### config.mk
export PLATFORM = sky130hd
export DESIGN_NAME = sum_of_n_seq
export DESIGN_NICKNAME = d
export VERILOG_FILES = /design/src/rtl/sum_of_n_seq.sv
export SDC_FILE = /design/constraint.sdc
export NUM_CORES = 1
export LEC_CHECK = 0
export BUFFER_PORTS_ARGS = -buffer_cell sky130_fd_sc_hd__buf_2
export CORE_MARGIN = 2
export CORE_UTILIZATION = 55
export DETAILED_ROUTE_END_ITERATION = 7
export PLACE_DENSITY = 0.84
export REMOVE_ABC_BUFFERS = 1
export SYNTH_ARGS = -nofsm -noshare
export SYNTH_HDL_FRONTEND = slang
export SYNTH_SLANG_ARGS = --single-unit
### constraint.sdc
create_clock -name clk -period 10.1 [get_ports clk]
set_input_delay 1.01 -clock clk [delete_from_list [all_inputs] [get_ports clk]]
set_output_delay 1.01 -clock clk [all_outputs]
set_load 0.005 [all_outputs]
### src/rtl/sum_of_n_seq.sv
// Iterative series accumulator: sum of 1..N or sum of squares 1..N, one term per clock.
// The start/done handshake is described next to the port list below.
module sum_of_n_seq #(
  parameter int N_WIDTH = 4,
  parameter int S_WIDTH = 3 * N_WIDTH
) (
  input  logic               clk,
  input  logic               rst,
  input  logic               start,
  input  logic [N_WIDTH-1:0] n,
  input  logic               mode,
  output logic [S_WIDTH-1:0] sum,
  output logic               busy,
  output logic               done,
  output logic               ovf,
  output logic [1:0]         state_dbg
);

  // Handshake: start is accepted on any rising edge where state is IDLE or DONE
  // (ready = !busy). n and mode are captured only on that edge. done stays high,
  // with sum/ovf frozen, until the next accepted start or reset.

  localparam int IW = N_WIDTH + 1;
  localparam int TW = 2 * IW;
  localparam int WW = S_WIDTH + TW + 1;

  typedef enum logic [1:0] {
    IDLE = 2'd0,
    RUN  = 2'd1,
    DONE = 2'd2
  } state_t;

  state_t             state, state_nxt;
  logic [S_WIDTH-1:0] acc, acc_nxt;
  logic [IW-1:0]      i, i_nxt;
  logic [N_WIDTH-1:0] n_reg, n_reg_nxt;
  logic               mode_reg, mode_reg_nxt;
  logic               ovf_reg, ovf_nxt;

  logic [TW-1:0]      i_ext;
  logic [TW-1:0]      i_sq;
  logic [TW-1:0]      term;
  logic [WW-1:0]      acc_wide;
  logic               last_term;

  assign i_ext     = {{(TW - IW){1'b0}}, i};
  assign i_sq      = i_ext * i_ext;
  assign term      = mode_reg ? i_sq : i_ext;
  // Full-width add: any bit at or above S_WIDTH flags overflow (term or carry).
  assign acc_wide  = {{(WW - S_WIDTH){1'b0}}, acc} + {{(WW - TW){1'b0}}, term};
  assign last_term = (i == {1'b0, n_reg});

  always_ff @(posedge clk) begin
    if (rst) begin
      state    <= IDLE;
      acc      <= '0;
      i        <= '0;
      n_reg    <= '0;
      mode_reg <= 1'b0;
      ovf_reg  <= 1'b0;
    end else begin
      state    <= state_nxt;
      acc      <= acc_nxt;
      i        <= i_nxt;
      n_reg    <= n_reg_nxt;
      mode_reg <= mode_reg_nxt;
      ovf_reg  <= ovf_nxt;
    end
  end

  always_comb begin
    state_nxt    = state;
    acc_nxt      = acc;
    i_nxt        = i;
    n_reg_nxt    = n_reg;
    mode_reg_nxt = mode_reg;
    ovf_nxt      = ovf_reg;
    case (state)
      IDLE, DONE: begin
        if (start) begin
          state_nxt    = RUN;
          n_reg_nxt    = n;
          mode_reg_nxt = mode;
          acc_nxt      = '0;
          i_nxt        = IW'(1);
          ovf_nxt      = 1'b0;
        end
      end
      RUN: begin
        if (n_reg == '0) begin
          state_nxt = DONE;
        end else begin
          acc_nxt = acc_wide[S_WIDTH-1:0];
          ovf_nxt = ovf_reg | (|acc_wide[WW-1:S_WIDTH]);
          i_nxt   = i + IW'(1);
          if (last_term) state_nxt = DONE;
        end
      end
      default: state_nxt = IDLE;
    endcase
  end

  assign sum       = acc;
  assign ovf       = ovf_reg;
  assign busy      = (state == RUN);
  assign done      = (state == DONE);
  assign state_dbg = state;

endmodule

==> summary.txt, run 1 <==
Clock tree
  – CTS clock-pin slew for the worst setup and hold paths: 0.13 ns
  – Hold-fix buffers at CTS: 0
  – Clock Latency Late Sink: 0.32 ns
  – TritonCTS clock tree: done
  – CTS sink cnt: 25
  – Post-CTS setup buffer count: 0
  – CTS Buf Count: 3
  – H-tree Lvls: 1
  – Post-CTS resize count: 0
  – Clk buf depth: 2
  – CTS root buf: clkbuf_4

Yosys
  – Ys async rst share: 0
  – Share of the yosys chip area belonging to registers: 0.2579
  – Unique cell type count in the Yosys netlist: 50
  – Netlist area before placement: 1941 um2
  – Synth area leader: dfxtp_1
  – Area contributors post-synth: dfxtp_1 26%, ha_1 14%, a21oi_1 5.9%
  – Yosys top cell area share: 0.2579
  – Post-synth EDFFs: 0
  – Yosys warning count: 0
  – Mapped Cells: 239
  – Mapped Avg Cell Area: 8.120 um2
  – FF+latch count, synth: 25
  – Top_reg_cell synth: dfxtp_1

Route
  – ANT nets after route: 0
  – Via/cell ratio: 5.854
  – Via count: 1762
  – Initial DRC Count: 85
  – Routed WL: 4.268 mm
  – Post-route DRC: 0
  – DRT Pass-1 Iters: 4
  – Wirelength per Cell: 14.18 um

Layout
  – Layout cells sized above 1: 0.1333
  – Final instance area: 2105 um2
  – Final Net Count: 289
  – Largest register FFs: 12
  – Filler instances: 332
  – FF/Latch Area: 500.5 um2
  – Layout Cells excl Fill: 301
  – Footprint of the multi-input gates: 1370 um2
  – Final core area utilization: 0.6257
  – Antenna cells: 0
  – Area grow syn2layout: 8.446%

Floorplanning
  – CORE AREA: 3363 um2
  – Die Y: 63.40 um
  – IO Count: 25
  – Die X-Extent: 63.40 um
  – Placement Rows: 21
  – Die ar.: 4020 um2
  – Starting Density: 0.5770

GRT
  – Initial antenna violation count: 0
  – Total gr overflow: 0
  – First-pass GRT wire length: 7.527 mm
  – Largest net degree at the start of global routing: 23
  – Vias in the first global route: 1717
  – GR Util All Layers: 0.2279

STA
  – Least-Margin Pin Slew: 0.7345 ns
  – Final setup fails: 0
  – Min Hold Slack: 0.4613 ns
  – Min setup slack post-route: 5.493 ns
  – RSZ-0062 raised after global routing: false
  – Fmax: 217.1 MHz
  – Final Hold Viols: 0
  – Fin crit period: 4.607 ns
  – Relative slew slack: 0.5093
  – Final Slew Violations: 0
  – Fin crit share: 0.4561
  – Setup Skew: 0.007543 ns
  – Setup Total Neg Slack: 0 ns

Critical path
  – Crit path capture type: flip-flop
  – WS Path Type: flip-flop to flip-flop
  – Critical path launch point type: flip-flop
  – R2R depth: 17
  – Critical path fanouts, max: 7
  – Critical path arrival: 4.87 ns
  – FF-to-FF setup slack: 5.49 ns
  – CP required: 10.36 ns

Placed design
  – Post-DP Area: 2078 um2
  – Inst Count DP: 297
  – Pre-CTS setup slack: 5.512 ns
  – Port buffer count: 24
  – Gpl congestion: 0.9083
  – Post-DP HPWL: 3.133 mm

Worst hold path
  – Hold depth: 2
  – Worst hold path class: flip-flop to flip-flop

Run status
  – Status: completed

Power and ir drop
  – Leakage power: 1.008 nW
  – Design Power: 0.1716 mW
  – Worst VDD drop: 65.49 uV
  – P per Cell Area: 81.53 nW/um2

Run
  – Max_cap viols: 0
report_power, final:
| part | leakage (nW) | switching, mW | internal (mW) |
|---|---|---|---|
| sequential | 0.203 | 0.00479 | 0.101 |
| combinational | 0.790 | 0.0126 | 0.00794 |
| clock | 0.0150 | 0.0296 | 0.0155 |
worst max-delay path, cell delays in order, from the launching register on:
cell      delay [ns]
dfxtp_1         0.52
inv_1           0.19
fa_1            0.53
fa_1            0.52
inv_1           0.05
ha_1            0.27
a31o_2          0.25
ha_1            0.32
nand2_1         0.06
o21ai_1         0.23
nand3_1         0.13
a22o_1          0.21
a21boi_1        0.20
ha_1            0.31
and3_1          0.20
and3b_1         0.18
o22ai_2         0.17
mux2i_1         0.21
synthesized netlist by cell type, drive strengths merged (5+ instances only):
cell type and instances:
dfxtp 25, xor2 8, inv 6, buf 5, nor2 20, nor2b 8
nand3 13, ha 22, a21oi 23, and2 6, nand2 29, clkbuf 8
xnor2 8
cell families after synthesis:
family,synth area share
DFF,0.2579
adders and majority gates,0.1728
xor gates and xnor gates,0.07221
AOI/OAI and AO/OA,0.2153
muxes,0.02128
buffers and inverters,0.03997
and+or+nand+nor,0.2205
per-layer routing:
layer	routed length, um	part of all wire	GRT usage
met5	0	0	0
met3	123	0.029	0.02321
met2	2045	0.48	0.3842
met1	2022	0.47	0.2948
met4	77	0.018	0.09783
final timing paths:
path / end / startpoint
setup / recovery: sum[10] / i[2]
hold / removal: ovf / ovf
setup reg to reg: sum[10] / i[2]
hold reg to reg: ovf / ovf
cells in the final DEF, fill, tap and decap left out, drive strengths merged, types with 8 or more instances in the layout:
cell type and instances:
a21oi 23, buf 25, dfxtp 25, ha 22
nand2 29, nand3 13, nor2 20, nor2b 8
xnor2 8, xor2 8
area by class of cell:
class | instances | area share
clock buffers | 4 | 0.01249
flip-flops and latches | 25 | 0.2378
multi-input cells | 195 | 0.6510
well taps | 46 | 0.02735
inverters | 6 | 0.01070
repair buffers | 25 | 0.06064
Power figures use the tool's default switching activity.
==> inputs of run 2 (changes only) <==
--- a/config.mk
+++ b/config.mk
@@ -5,11 +5,12 @@
 export SDC_FILE = /design/constraint.sdc
 export NUM_CORES = 1
 export LEC_CHECK = 0
+export ABC_AREA = 1
 export BUFFER_PORTS_ARGS = -buffer_cell sky130_fd_sc_hd__buf_2
 export CORE_MARGIN = 2
-export CORE_UTILIZATION = 55
+export CORE_UTILIZATION = 53
 export DETAILED_ROUTE_END_ITERATION = 7
-export PLACE_DENSITY = 0.84
+export PLACE_DENSITY = 0.85
 export REMOVE_ABC_BUFFERS = 1
 export SYNTH_ARGS = -nofsm -noshare
 export SYNTH_HDL_FRONTEND = slang
==> constraint.sdc (replaced) <==
create_clock -name clk -period 4.1 [get_ports clk]
set_input_delay 0.41 -clock clk [delete_from_list [all_inputs] [get_ports clk]]
set_output_delay 0.41 -clock clk [all_outputs]
set_load 0.005 [all_outputs]
==> run 2 against run 1 <==
  * Flip-flop and latch count stayed put
  * Via count is 18% higher
  * Register-to-register slack worse by 5.3 ns
  * Clock power rose to 3.7 times the previous value
  * Sequential share of layout area fell by 2.0 points
==> summary.txt, run 2 <==
STA
  – Relative slew slack: 0.7436
  – Min Hold Slack: 0.3682 ns
  – Final Hold Viols: 0
  – Setup Skew: 0.001867 ns
  – Final Slew Violations: 0
  – Setup Total Neg Slack: 0 ns
  – Fin crit share: 0.9460
  – Fmax: 257.8 MHz
  – Final setup fails: 0
  – Fin crit period: 3.879 ns
  – Least-Margin Pin Slew: 0.3841 ns

Clock tree
  – H-tree Lvls: 1
  – CTS clock-pin slew for the worst setup and hold paths: 0.10 ns
  – TritonCTS clock tree: done
  – Clock Latency Late Sink: 0.28 ns
  – CTS root buf: clkbuf_8
  – Clk buf depth: 2
  – CTS sink cnt: 25
  – Hold-fix buffers at CTS: 0
  – CTS Buf Count: 3

Floorplanning
  – Placement Rows: 22
  – Die ar.: 4335 um2
  – Die X-Extent: 65.84 um
  – Die Y: 65.84 um
  – CORE AREA: 3661 um2
  – IO Count: 25
  – Starting Density: 0.5537

Yosys
  – Ys async rst share: 0
  – Mapped Avg Cell Area: 6.497 um2
  – Mux share of post-synthesis cell area: 0
  – Synth Area in Adders: 0.1654
  – Post-synth EDFFs: 0
  – Top-count cell post-synth: nand2_1
  – Compound-cell area share of the yosys netlist: 0.1747
  – Commonest cells in the netlist: 83 x nand2_1, 41 x inv_1, 35 x a21oi_1, 29 x nor2_1, 25 x dfxtp_1
  – Yosys warning count: 0
  – Synth Area in XOR/XNOR: 0.004321
  – Mapped Cells: 312
  – Yosys top cell area share: 0.2469
  – Area contributors post-synth: dfxtp_1 25%, nand2_1 15%, ha_1 14%
  – Netlist area before placement: 2027 um2
  – FF+latch count, synth: 25
  – Share of the yosys chip area belonging to registers: 0.2469
  – Top_reg_cell synth: dfxtp_1
  – Unique cell type count in the Yosys netlist: 30
  – Synth area leader: dfxtp_1
  – Combinational family with the most area after synthesis: simple AND/OR/NAND/NOR gates
  – Post-synthesis simple-gate area fraction: 0.3093

Route
  – Wirelength per Cell: 12.25 um
  – DRT Pass-1 Iters: 4
  – Post-route DRC: 0
  – Via count: 2075
  – Routed WL: 4.752 mm
  – Via/cell ratio: 5.348
  – ANT nets after route: 0
  – Initial DRC Count: 134

Placed design
  – Port buffer count: 24
  – Post-DP HPWL: 3.685 mm
  – Gpl congestion: 0.9450

GRT
  – Largest net degree at the start of global routing: 21
  – First-pass GRT wire length: 8.114 mm
  – Met2 usage: 0.3977
  – Grt met1 use: 0.3181
  – Initial antenna violation count: 0
  – Vias in the first global route: 1885
  – Met3 GRT Util: 0.04089
  – Most crowded layer after global routing: met2
  – GR Util All Layers: 0.2347
  – Total gr overflow: 0

Layout
  – Area grow syn2layout: 14.14%
  – Antenna cells: 0
  – Layout cells sized above 1: 0.1676
  – Largest register FFs: 12
  – Commonest non-fill, non-tap cells in the layout: 81 x nand2_1, 40 x inv_1, 33 x a21oi_1
  – Final Net Count: 374
  – Commonest non-fill, non-tap cell in the layout: nand2_1
  – Filler instances: 350

Critical path
  – Critical path launch point type: flip-flop
  – CP required: 4.32 ns
  – Critical path arrival: 4.10 ns
  – Critical path fanouts, max: 4
  – WS Path Type: flip-flop to flip-flop
  – Crit path capture type: flip-flop

Worst hold path
  – Worst hold path class: input pin to flip-flop

Power and ir drop
  – P per Cell Area: 210.6 nW/um2
  – Worst VDD drop: 295.6 uV
  – Leakage power: 1.230 nW

Run
  – Max_cap viols: 0

Run status
  – Status: completed
run 2: changes by cell type after synthesis, sizes merged, moves of 8 or more:
cell and change:
a21oi +12, xor2 -8, inv +39, nand2 +57, nor2b -8, nor2 +11
run 2: critical path: stages (launching register included):
cell	delay (ns)
dfxtp_2	0.37
nand2_4	0.07
fa_1	0.48
fa_1	0.51
inv_1	0.04
ha_1	0.28
a31o_2	0.22
ha_4	0.17
a21o_1	0.17
o21bai_1	0.17
o21ai_0	0.16
nor2_1	0.07
ha_1	0.36
nand2_2	0.14
inv_1	0.07
a21oi_2	0.15
nand3_1	0.11
nand2_1	0.07
nand3_1	0.08
a21oi_2	0.13
run 2: per-stage QoR:
| step | utilization | area, um2 | instances | total power [mW] | setup WS [ns] |
|---|---|---|---|---|---|
| 4_1_cts | 0.6179 | 2262 | 387 | 0.4888 | 0.08893 |
| 3_5_place_dp | 0.6042 | 2212 | 383 | 0.3272 | 0.1052 |
| 6_report | 0.6319 | 2313 | 388 | 0.4871 | 0.2214 |
| 5_1_grt | 0.6319 | 2313 | 388 | 0.5111 | -0.03965 |
| 3_3_place_gp | 0.6042 | 2212 | 383 | 0.3251 | 0.1753 |
| 2_1_floorplan | - | 1994 | 306 | 0.3020 | 0.2731 |
run 2: layout make-up:
class	count	area [um2]	area share
clock buffer	3	41.29	0.01785
clock inverter	1	8.758	0.003786
inverter	45	168.9	0.07301
multi-input combinational	236	1365	0.5900
sequential	25	504.2	0.2180
tap	48	60.06	0.02596
timing repair buffer	30	165.2	0.07139
run 2: final timing paths:
path	from	slack, ns	endpoint	cells after the start
worst min-delay path	n[2]	0.37	n_reg[2]	3
worst max-delay path	i[3]	0.22	sum[9]	19
worst min register to register	sum[0]	0.49	sum[0]	2
worst max register to register	i[3]	0.22	sum[9]	19
run 2: logic make-up after synthesis:
group                    after synthesis
AO/OA/AOI/OAI                         63
AND/OR/NAND/NOR                      147
XOR/XNOR                               1
flip-flops                            25
buffers and inverters                 51
adder cells (fa/ha/maj)               25
run 2: repair_timing:
| action | 4_1_cts | 5_1_grt |
|---|---|---|
| buffers inserted | 0 | 1 |
| resized for setup | 0 | 14 |
| endpoints found under the setup margin | 0 | 6 |
run 2: routing by layer:
metal | share of wire | wire, um
met1 | 0.46 | 2199
met2 | 0.47 | 2235
met3 | 0.058 | 274
met4 | 0.0088 | 42
met5 | 0 | 0
run 2: power breakdown:
group	switching, mW	internal [mW]	total [mW]	leakage, nW
combinational	0.0424	0.0217	0.0640	0.999
clock	0.0943	0.0715	0.166	0.0261
sequential	0.00716	0.250	0.257	0.205
==> inputs of run 3 (changes only) <==
--- a/config.mk
+++ b/config.mk
@@ -11,7 +11,7 @@
 export CORE_UTILIZATION = 53
 export DETAILED_ROUTE_END_ITERATION = 7
 export PLACE_DENSITY = 0.85
-export REMOVE_ABC_BUFFERS = 1
+export SKIP_LAST_GASP = 1
 export SYNTH_ARGS = -nofsm -noshare
 export SYNTH_HDL_FRONTEND = slang
 export SYNTH_SLANG_ARGS = --single-unit
==> run 3 against run 2 <==
  * First-iteration DRC count is 9.0% higher
  * Global-route usage grew 0.39 points
  * Non-clock buffer count is 2 higher
  * Sequential power about the same
  * Fmax shrank 1.3%
  * Clock power shrank 11%
  * Via count is 2.1% higher
==> summary.txt, run 3 (synthesis gave the netlist of run 2 again) <==
Critical path
  – Critical path launch point type: flip-flop
  – CP required: 4.31 ns
  – Crit path capture type: flip-flop
  – WS Path Type: flip-flop to flip-flop
  – Critical path fanouts, max: 6
  – Critical path arrival: 4.14 ns

Layout
  – Layout cells sized above 1: 0.1754
  – Area grow syn2layout: 14.75%
  – Commonest non-fill, non-tap cells in the layout: 81 x nand2_1, 41 x inv_1, 33 x a21oi_1
  – Antenna cells: 0
  – Commonest non-fill, non-tap cell in the layout: nand2_1
  – Largest register FFs: 12
  – Layout Cells excl Fill: 390
  – Final core area utilization: 0.6353
  – Final instance area: 2326 um2
  – Final Net Count: 376

Floorplanning
  – Die X-Extent: 65.84 um
  – Placement Rows: 22
  – Die Y: 65.84 um
  – Die ar.: 4335 um2
  – IO Count: 25
  – CORE AREA: 3661 um2
  – Starting Density: 0.5537

STA
  – RSZ-0062 raised after global routing: true
  – Min Hold Slack: 0.3913 ns
  – Fin crit period: 3.929 ns
  – Final Slew Violations: 0
  – Relative slew slack: 0.7173
  – Min setup slack post-route: 0.1713 ns
  – Setup Skew: 0.01277 ns
  – Final setup fails: 0
  – Least-Margin Pin Slew: 0.4235 ns
  – Final Hold Viols: 0
  – Fmax: 254.5 MHz
  – Fin crit share: 0.9582

Clock tree
  – CTS sink cnt: 25
  – TritonCTS clock tree: done
  – CTS clock-pin slew for the worst setup and hold paths: 0.10 ns
  – CTS root buf: clkbuf_8
  – CTS Buf Count: 3
  – H-tree Lvls: 1
  – Clk buf depth: 2
  – Hold-fix buffers at CTS: 0
  – Clock Latency Late Sink: 0.27 ns

Power and ir drop
  – P per Cell Area: 201.8 nW/um2
  – Worst VDD drop: 144.5 uV
  – Leakage power: 1.222 nW

GRT
  – Vias in the first global route: 1891
  – GR Util All Layers: 0.2386
  – Largest net degree at the start of global routing: 21
  – First-pass GRT wire length: 8.211 mm
  – Total gr overflow: 0
  – Initial antenna violation count: 0

Worst hold path
  – Worst hold path class: input pin to flip-flop

Yosys
  – Mapped Nets: 345

Placed design
  – Pre-CTS setup slack: -0.003120 ns
  – Inst Count DP: 384
  – Post-DP HPWL: 3.799 mm
  – Post-DP Area: 2220 um2
  – Port buffer count: 24
  – Gpl congestion: 0.9519

Route
  – Via/cell ratio: 5.433
  – Routed WL: 4.762 mm
  – Wirelength per Cell: 12.21 um
  – ANT nets after route: 0
  – Via count: 2119
  – DRT Pass-1 Iters: 4
  – Post-route DRC: 0
  – Initial DRC Count: 146

Run
  – Max_cap viols: 0

Run status
  – Status: completed
[run 3: changes by cell type in the layout (fill, tap and decap cells not counted), sizes merged]
cell    previous run  this run
clkinv             0         1
inv               46        45
buf               30        32
[run 3: worst paths after layout]
check / end / startpoint / cells after the start / slack [ns]
hold reg to reg: sum[4] / sum[4] / 2 / 0.49
setup reg to reg: sum[9] / i[2] / 20 / 0.17
setup / recovery: sum[9] / i[2] / 20 / 0.17
hold / removal: mode_reg / mode / 3 / 0.39
[run 3: repair_timing]
| action | CTS | global route |
|---|---|---|
| setup endpoints to repair | 0 | 6 |
| gates resized for setup | 0 | 14 |
| setup buffers | 0 | 2 |
[run 3: critical path: stages, from the launching register on]
cell and delay [ns]:
dfxtp_1 0.33, inv_1 0.07, fa_1 0.49, fa_1 0.51
inv_1 0.04, ha_1 0.28, a31o_2 0.26, ha_4 0.29
nand2_1 0.08, o21bai_1 0.18, inv_1 0.06, nor2_1 0.08
nor2_1 0.06, ha_1 0.36, nand2_2 0.12, inv_1 0.06
a21oi_2 0.17, nand3_1 0.11, nand2_1 0.07, nand3_1 0.09
a21oi_1 0.14
[run 3: where the power goes]
group | switching [mW] | total (mW) | internal, mW
logic | 0.0424 | 0.0641 | 0.0217
registers | 0.00732 | 0.257 | 0.250
clock network | 0.0800 | 0.148 | 0.0680
total | 0.130 | 0.469 | 0.340
[run 3: through the flow]
step / power, mW / setup TNS, ns
finish: 0.4695 / 0
global route: 0.4934 / -0.05239
CTS: 0.4743 / 0
detailed placement: 0.3268 / -0.003120
global placement: 0.3247 / 0
floorplan: 0.3083 / 0
[run 3: layout make-up]
cell class	instances	area, um2
Timing Repair Buffer	32	180.2
Sequential cell	25	503.0
Clock inverter	1	5.005
Inverter	45	168.9
Tap cell	48	60.06
Clock buffer	3	41.29
Multi-Input combinational cell	236	1368
Fill cell	342	1335
[run 3: layer usage]
metal  track usage  wire [um]  vias up  share of wire
li1              -          -     1083              -
met1        0.3362       2239      969           0.47
met2        0.3889       2228       61           0.47
met3       0.03407        252        6          0.053
met4       0.04688         42        0         0.0088
met5             0          0        -              0
